<file path="src/rtl/mvm5_bias_stream.sv">
`default_nettype none
// ============================================================================
// Module  : mvm5_bias_stream
// Brief   : Streaming y = A*x + b engine (NxN signed 8-bit operands), fed and
//           drained word-serially over valid/ready. Optional output clamping
//           is enabled with the MVM_SATURATE_EN macro (default: wrap).
// Rev     : 1.0 - initial release
// ============================================================================
module mvm5_bias_stream #(
    parameter int N     = 5,
    parameter int IN_W  = 8,
    parameter int OUT_W = 16
) (
    input  logic             clk,
    input  logic             reset,
    input  logic             s_valid,
    input  logic             m_ready,
    input  logic [IN_W-1:0]  data_in,
    output logic             m_valid,
    output logic             s_ready,
    output logic [OUT_W-1:0] data_out
);

    localparam int c_WORDS  = N*N + 2*N;
    localparam int c_ACC_W  = OUT_W + 8;
    localparam int c_PROD_W = 2*IN_W;
    localparam int c_CNT_W  = $clog2(c_WORDS);
    localparam int c_ROW_W  = $clog2(N);
    localparam int c_STEP_W = $clog2(N + 2);

    typedef enum logic [1:0] {
        S_LOAD    = 2'd0,
        S_COMPUTE = 2'd1,
        S_OUTPUT  = 2'd2
    } state_t;

    state_t                     state_q, state_d;
    logic [c_CNT_W-1:0]         cnt_q, cnt_d;
    logic [c_ROW_W-1:0]         row_q, row_d;
    logic [c_STEP_W-1:0]        step_q, step_d;
    logic signed [c_ACC_W-1:0]  acc_q, acc_d;
    logic [OUT_W-1:0]           data_out_q, data_out_d;
    logic                       m_valid_q, m_valid_d;
    logic                       s_ready_q, s_ready_d;

    logic [IN_W-1:0]            mem_q [c_WORDS];

    logic                       w_in_fire;
    logic                       w_out_fire;
    logic [c_CNT_W-1:0]         w_a_idx, w_x_idx, w_b_idx;
    logic [IN_W-1:0]            w_a, w_x, w_b;
    logic signed [c_PROD_W-1:0] w_prod;
    logic [c_ACC_W-1:0]         w_prod_ext, w_b_ext;
    logic [OUT_W-1:0]           w_res;

    assign w_in_fire  = s_valid && s_ready_q;
    assign w_out_fire = m_valid_q && m_ready;

    // Operand layout in mem_q: A row-major, then x, then b.
    assign w_a_idx = c_CNT_W'(int'(row_q) * N + int'(step_q) - 1);
    assign w_x_idx = c_CNT_W'(N * N + int'(step_q) - 1);
    assign w_b_idx = c_CNT_W'(N * N + N + int'(row_q));

    assign w_a        = mem_q[w_a_idx];
    assign w_x        = mem_q[w_x_idx];
    assign w_b        = mem_q[w_b_idx];
    assign w_prod     = $signed(w_a) * $signed(w_x);
    assign w_prod_ext = {{(c_ACC_W-c_PROD_W){w_prod[c_PROD_W-1]}}, w_prod};
    assign w_b_ext    = {{(c_ACC_W-IN_W){w_b[IN_W-1]}}, w_b};

`ifdef MVM_SATURATE_EN
    localparam logic signed [c_ACC_W-1:0] c_SAT_MAX = c_ACC_W'((1 <<< (OUT_W-1)) - 1);
    localparam logic signed [c_ACC_W-1:0] c_SAT_MIN = c_ACC_W'(-(1 <<< (OUT_W-1)));

    always_comb begin
        w_res = acc_q[OUT_W-1:0];
        if (acc_q > c_SAT_MAX) begin
            w_res = {1'b0, {(OUT_W-1){1'b1}}};
        end else if (acc_q < c_SAT_MIN) begin
            w_res = {1'b1, {(OUT_W-1){1'b0}}};
        end
    end
`else
    assign w_res = acc_q[OUT_W-1:0];
`endif

    always_ff @(posedge clk) begin
        if (w_in_fire) begin
            mem_q[cnt_q] <= data_in;
        end
    end

    always_comb begin
        state_d    = state_q;
        cnt_d      = cnt_q;
        row_d      = row_q;
        step_d     = step_q;
        acc_d      = acc_q;
        data_out_d = data_out_q;
        m_valid_d  = m_valid_q;
        s_ready_d  = s_ready_q;
        case (state_q)
            S_LOAD: begin
                s_ready_d = 1'b1;
                m_valid_d = 1'b0;
                if (w_in_fire) begin
                    if (cnt_q == c_CNT_W'(c_WORDS - 1)) begin
                        state_d   = S_COMPUTE;
                        cnt_d     = '0;
                        row_d     = '0;
                        step_d    = '0;
                        s_ready_d = 1'b0;
                    end else begin
                        cnt_d = cnt_q + 1'b1;
                    end
                end
            end
            S_COMPUTE: begin
                // step 0 seeds with b[r], steps 1..N accumulate, step N+1 publishes
                if (step_q == '0) begin
                    acc_d  = $signed(w_b_ext);
                    step_d = step_q + 1'b1;
                end else if (step_q <= c_STEP_W'(N)) begin
                    acc_d  = acc_q + $signed(w_prod_ext);
                    step_d = step_q + 1'b1;
                end else begin
                    data_out_d = w_res;
                    m_valid_d  = 1'b1;
                    step_d     = '0;
                    state_d    = S_OUTPUT;
                end
            end
            S_OUTPUT: begin
                if (w_out_fire) begin
                    m_valid_d = 1'b0;
                    if (row_q == c_ROW_W'(N - 1)) begin
                        row_d     = '0;
                        s_ready_d = 1'b1;
                        state_d   = S_LOAD;
                    end else begin
                        row_d   = row_q + 1'b1;
                        state_d = S_COMPUTE;
                    end
                end
            end
            default: begin
                state_d = S_LOAD;
            end
        endcase
    end

    always_ff @(posedge clk or negedge reset) begin
        if (!reset) begin
            state_q    <= S_LOAD;
            cnt_q      <= '0;
            row_q      <= '0;
            step_q     <= '0;
            acc_q      <= '0;
            data_out_q <= '0;
            m_valid_q  <= 1'b0;
            s_ready_q  <= 1'b0;
        end else begin
            state_q    <= state_d;
            cnt_q      <= cnt_d;
            row_q      <= row_d;
            step_q     <= step_d;
            acc_q      <= acc_d;
            data_out_q <= data_out_d;
            m_valid_q  <= m_valid_d;
            s_ready_q  <= s_ready_d;
        end
    end

    assign m_valid  = m_valid_q;
    assign s_ready  = s_ready_q;
    assign data_out = data_out_q;

endmodule
`default_nettype wire

</file>
<file path="config.mk">
export PLATFORM = sky130hd
export DESIGN_NAME = mvm5_bias_stream
export DESIGN_NICKNAME = d
export VERILOG_FILES = /design/src/rtl/mvm5_bias_stream.sv
export SDC_FILE = /design/constraint.sdc
export NUM_CORES = 1
export LEC_CHECK = 0
export CORE_MARGIN = 2
export CORE_UTILIZATION = 30
export DETAILED_ROUTE_END_ITERATION = 16
export SLEW_MARGIN = 20
export SYNTH_ARGS = -nofsm -noshare
export SYNTH_HDL_FRONTEND = slang
export SYNTH_SLANG_ARGS = --single-unit
</file>
<file path="constraint.sdc">
create_clock -name clk -period 10.6 [get_ports clk]
set_clock_uncertainty 0.15 [all_clocks]
set_input_delay 2.12 -clock clk [delete_from_list [all_inputs] [get_ports clk]]
set_output_delay 2.12 -clock clk [all_outputs]
set_load 0.02 [all_outputs]
</file>
Word level (Yosys, flattened, before mapping)
Memory sizes are Yosys's and may differ from the RTL's.
Cells that the tools add are included.
Storage, ports and cells
  memories kept: 1
  bits of input ports: 12
  output and inout bits: 18
  register bits after elaboration: 56
  bits in writable memories: 280
  word-level logic and storage cells: 78
Memory list
  mem_q: words 35, bits a word 8, rd ports 3, clocked after Yosys merged registers in 0, wr ports 1, RTL line 46  | logic [IN_W-1:0] mem_q [c_WORDS];
Operators by class
  reductions and logical operators: 16
  eq/ne operators: 10
  multiply operators: 2
  add/sub/neg operators: 9
  bitwise logic cells: 2
  multiplexer cells: 29
  magnitude comparators: 1
Operator list (count)
  $mux W24: 2
  $add A24 B16 Y24: 1
  $mux W3: 6
  $mul A8 B8 Y16: 1
  $add A5 B3 Y6 const A: 2
  $ne A2 B2 Y1 const B: 6
  $pmux W3 S2: 2
  $sub A6 B1 Y6 const B: 2
  $mux W1: 10
  $mux W2: 5
  $reduce_and A3 Y1: 3
  $reduce_and A4 Y1: 2
  $add A3 B1 Y3 const B: 2
  $add A6 B1 Y6 const B: 1
  $add A6 B3 Y6: 1
  $eq A6 B6 Y1 const B: 1
  $mul A3 B3 Y6 const B: 1
  $mux W6: 1
  $pmux W2 S3: 1
  $reduce_bool A2 Y1: 3
  $reduce_and A5 Y1: 1
  $reduce_and A2 Y1: 2
  $eq A3 B3 Y1 const B: 1
  $le A3 B3 Y1 const B: 1
  other kinds (9): 11

Longest topological paths before layout
An unclocked memory read counts as a cell.
  depth after elaboration: 8
  depth in mapped cells: 34
  gate-level depth less buffers: 29

Worst setup path before layout
Ideal clock, no wire load.
  kind: register -> register
  from: register row_q[0]
  to: register acc_q[15]
  required time: 10.380 ns
  buffers on the path: 4
  library setup time: 0.070 ns
  period minus slack after synthesis: 8.544 ns
  cell stages (with the launch flop): 29
  arrival: 8.324 ns
  setup slack: 2.056 ns
  cell sequence: dfrtp_1 buf_4 buf_4 buf_2 inv_1 ha_1 inv_1 fa_1 inv_1 ha_1 a21o_1 a21oi_2 xnor2_2 buf_2 mux2i_1 o31ai_1 nor3_1 fa_1 fa_1 fa_1 fa_1 ha_1 ha_1 nand3_1 nor3_1 nor4_1 or3_1 mux2_2 nand3_1
On the way
  word-level cells in the longest chain between the ends: 8
  elaborated cells between the ends (all ways): 9
  those cells by class: add/sub: 4; mul: 2; mux: 2; memory: 1
Ends and longest elaborated chain
  start: declaration: RTL line 39  | logic [c_ROW_W-1:0] row_q, row_d;
  start signal: assignment: RTL line 165  | row_q <= row_d;
  $mul A3 B3 Y6: RTL line 60  | assign w_a_idx = c_CNT_W'(int'(row_q) * N + int'(step_q) - 1);
  $add A6 B3 Y6: RTL line 60
  $sub A6 B1 Y6: RTL line 60
  $mem_v2 Z35 W8 (*)
  $mul A8 B8 Y16: RTL line 67  | assign w_prod = $signed(w_a) * $signed(w_x);
  $add A24 B16 Y24: RTL line 124  | acc_d = acc_q + $signed(w_prod_ext);
  $mux W24: RTL line 123  | end else if (step_q <= c_STEP_W'(N)) begin
  $mux W24 (*): RTL line 120  | if (step_q == '0) begin
  end signal: assignment: RTL line 158  | acc_q <= '0;
  end signal: assignment: RTL line 167  | acc_q <= acc_d;
  end: declaration: RTL line 41  | logic signed [c_ACC_W-1:0] acc_q, acc_d;
Mark *: on every way between the ends. The rest lies on a longest branch, timed or not. The select of a mux whose other input is x is not followed.
A chain may end at the register's enable or synchronous reset.

Final worst setup path
  from: register row_q[1]
  to: register acc_q[15]
Same word-level chain as after synthesis.

==> metrics.md <==
| Metric | Value |
|---|---|
| Run status | completed |
| Total via count after detailed routing | 10,407 |
| Antenna violations before repair | 0 |
| DRC viols | 0 |
| Number of setup buffers added after CTS | 0 |
| Die height | 248 um |
| Cell type of the slowest stage on the worst timing path | fa_2 |
| Register bit count reported by yosys | 328 |
| Core region area | 59,000 sq um |
| Number of inserted diodes | 0 |
| GR Overflow Total | 0 |
| RSZ-0062 raised after global routing | false |
| Number of hold violations in the final report | 0 |
| Synth Instances | 1,205 |
| Number of placement rows | 89 |
| Starting density of the core | 30.4% |
| Hold buffer count at cts | 0 |
| Global-route wire length before repair | 66.9 mm |
| Post-detailed-route wirelength per cell | 21.2 um |
| Total number of nets in the final design | 1,380 |
| Worst setup slack before clock tree synthesis | 1510 ps |
| Most frequent cell on the critical path | fa_1 |
| Critical path capture point type | flop |
| Pin count of the biggest net entering global routing | 59 |
| Total I/O pin count | 30 |
| # setup viols final | 0 |
| Dominant register cell in the synthesized netlist | edfxtp_1 |
| Top cells by area, synth | edfxtp_1 (47%), mux4_2 (9.9%), fa_1 (8.4%), dfrtp_1 (6.7%), ha_1 (3.6%) |
| Data required time at the worst endpoint | 10,920 ps |
| Top achievable clock speed | 108 MHz |
| Number of DRC markers in iteration 0 | 903 |
| Final ANT Viol Nets | 0 |
| Number of global-route vias before repair | 10,594 |
| Worst setup path category | flop to flop |
| Max clock buf depth | 3 |
| Quantity of gates resized following cts | 0 |
| Via count normalized by instance count | 5.10 |
| Critical Path Source Type | flop |
| Synth Cell Area | 17,900 sq um |
| Max-Cap Viols | 0 |
| Register-to-Register Setup Slack | 1370 ps |
| Clk pin slew, worst setup/hold paths | 60 ps |
| Clock Latency Late Sink | 550 ps |
| Chip Width | 248 um |
| Total die area | 61,700 sq um |
| RD Place Congestion | 0.903 |
| Area Growth Syn to Fin | 13.0% |
| Biggest fanout along the worst timing path | 22 |
| Worst min-delay path category | flop to flop |
| IO buf count | 29 |
| Pin slew with the least headroom to its limit | 1040 ps |
| Share of flip-flops with an asynchronous set or reset | 14.6% |
| Total of warnings raised by yosys | 0 |
| CTS H-Tree Depth | 2 |
| Share of synthesized area occupied by flip-flops and latches | 53.6% |
| DP HPWL | 31.2 mm |
| Aggregate routed wire length | 43.3 mm |
| Share of the clock period used by the worst path | 87.1% |
| Highest cell delay on the worst timing path | 1070 ps |
| Minimum clock period | 9230 ps |
| Unique masters post-synth | 65 |
| Relative slew margins | 28.8% |
| Bufs and invs on worst path | 6 |
| Final Slew Violations | 0 |
| Endpoint arrival time on the critical path | 9550 ps |
| Cell family with most CP delay | adder cells |
| Clock tree sinks | 328 |
| Cell chosen for the clock root | clkbuf_16 |
| Mean instance size in the synthesized netlist | 14.9 sq um |
| Post-layout worst setup margin | 1370 ps |
| Proportion of layout cells with a drive suffix above 1 | 15.9% |
| Yosys top cell area share | 46.9% |
| Synthesized net count | 1,344 |
| Setup Total Neg Slack | 0 ps |
| Cts bufs inserted | 36 |
| Synth area leader | edfxtp_1 |
| CTS tree | done |
| Overall global routing resource usage | 14.1% |
| Number of synthesized flops with an enable pin | 280 |
| Pre-Repair DR Iteration Count | 5 |
==> worst paths after layout <==
path | end | from | cells past startpoint
worst max-delay path | acc_q[15] | row_q[1] | 25
worst min-delay path | data_out[1] | data_out[1] | 2
worst max register to register | acc_q[15] | row_q[1] | 25
worst min register to register | data_out[1] | data_out[1] | 2
max in group asynchronous | cnt_q[4] | reset | 2
min in group asynchronous | data_out[8] | reset | 2
==> cell families (layout without fill, tap and decap cells) <==
| group | count (synthesis) | count (layout) | share of synthesized area, % |
|---|---|---|---|
| fa+ha+maj | 127 | 127 | 12.0 |
| buf+inv | 144 | 207 | 3.75 |
| xor+xnor | 25 | 25 | 1.30 |
| simple gates | 268 | 268 | 7.23 |
| flops | 328 | 328 | 53.6 |
| compound gates | 147 | 147 | 5.56 |
| mux | 166 | 166 | 16.6 |
==> cell usage in the layout, fill, tap and decap left out, drive strengths merged, types with 14 or more instances in the layout <==
| cell | synthesis | final |
|---|---|---|
| nor2 | 61 | 61 |
| mux2 | 35 | 35 |
| a211oi | 14 | 14 |
| nand2 | 86 | 86 |
| a21oi | 31 | 31 |
| or3 | 19 | 19 |
| fa | 75 | 75 |
| clkbuf | 21 | 46 |
| mux2i | 35 | 35 |
| inv | 91 | 93 |
| buf | 31 | 22 |
| edfxtp | 280 | 280 |
| nor3 | 18 | 18 |
| dfrtp | 48 | 48 |
| clkdlybuf4s50 | 0 | 28 |
| ha | 52 | 52 |
| o21ai | 37 | 37 |
| and3 | 19 | 19 |
| mux4 | 96 | 96 |
| xnor2 | 21 | 21 |
| nand3 | 18 | 18 |
| nand2b | 17 | 17 |
==> Yosys cell counts (all sizes together), types with 2 or more instances <==
master / number
edfxtp: 280
o31a: 7
nand3b: 6
o22a: 6
ha: 52
nand3: 18
o221a: 4
o21ai: 37
nor2b: 5
xnor2: 21
a211oi: 14
inv: 91
dfrtp: 48
nand2b: 17
xor2: 4
mux2: 35
or3: 19
o21bai: 5
o21a: 2
nor3: 18
nor2: 61
mux2i: 35
a21o: 6
a21oi: 31
fa: 75
buf: 31
o211ai: 2
o31ai: 9
nand4: 4
nand2: 86
o22ai: 9
a22o: 2
and3: 19
a31oi: 3
mux4: 96
and2: 6
clkbuf: 21
nor3b: 4
a311oi: 7
==> metal layers <==
metal	track usage (%)	part of all wire, %
met4	3.71	1.6
met3	2.72	6.6
met5	0	0
met1	19.7	45
met2	22.6	47
==> worst reg2reg max path: cells and delay by family, from the launching register on <==
family	cells	cell delay (ps)
fa+ha+maj	8	4640
simple gates	6	1220
buf+inv	6	990
compound gates	2	810
mux	3	790
flops	1	580
==> flip-flops by register name, indices dropped and copies added, names as in the netlist <==
signal,cells
data_out,16
m_valid,1
mem_q,280
row_q,3
s_ready,1
cnt_q,6
acc_q,16
step_q,3
state_q,2
==> cell type report <==
type	instances	area, sq um
Inverter	92	345
Fill cell	5664	38800
Multi-Input combinational cell	733	7700
Sequential cell	328	9610
Tap cell	773	967
Clock inverter	19	216
Clock buffer	46	960
Timing Repair Buffer	50	468
==> stage by stage <==
step	hold WS [ps]	std cells	instance area, sq um	util (%)
after floorplan	324	1205	17900	-
after global placement	315	1976	19100	32.3
after detailed placement	320	1976	19100	32.3
after CTS	332	2041	20300	34.3
after global routing	354	2041	20300	34.3
final	324	2041	20300	34.3
Power is not shown: default switching activity piles up to over one toggle a cycle in this logic, so the estimate is an artifact.
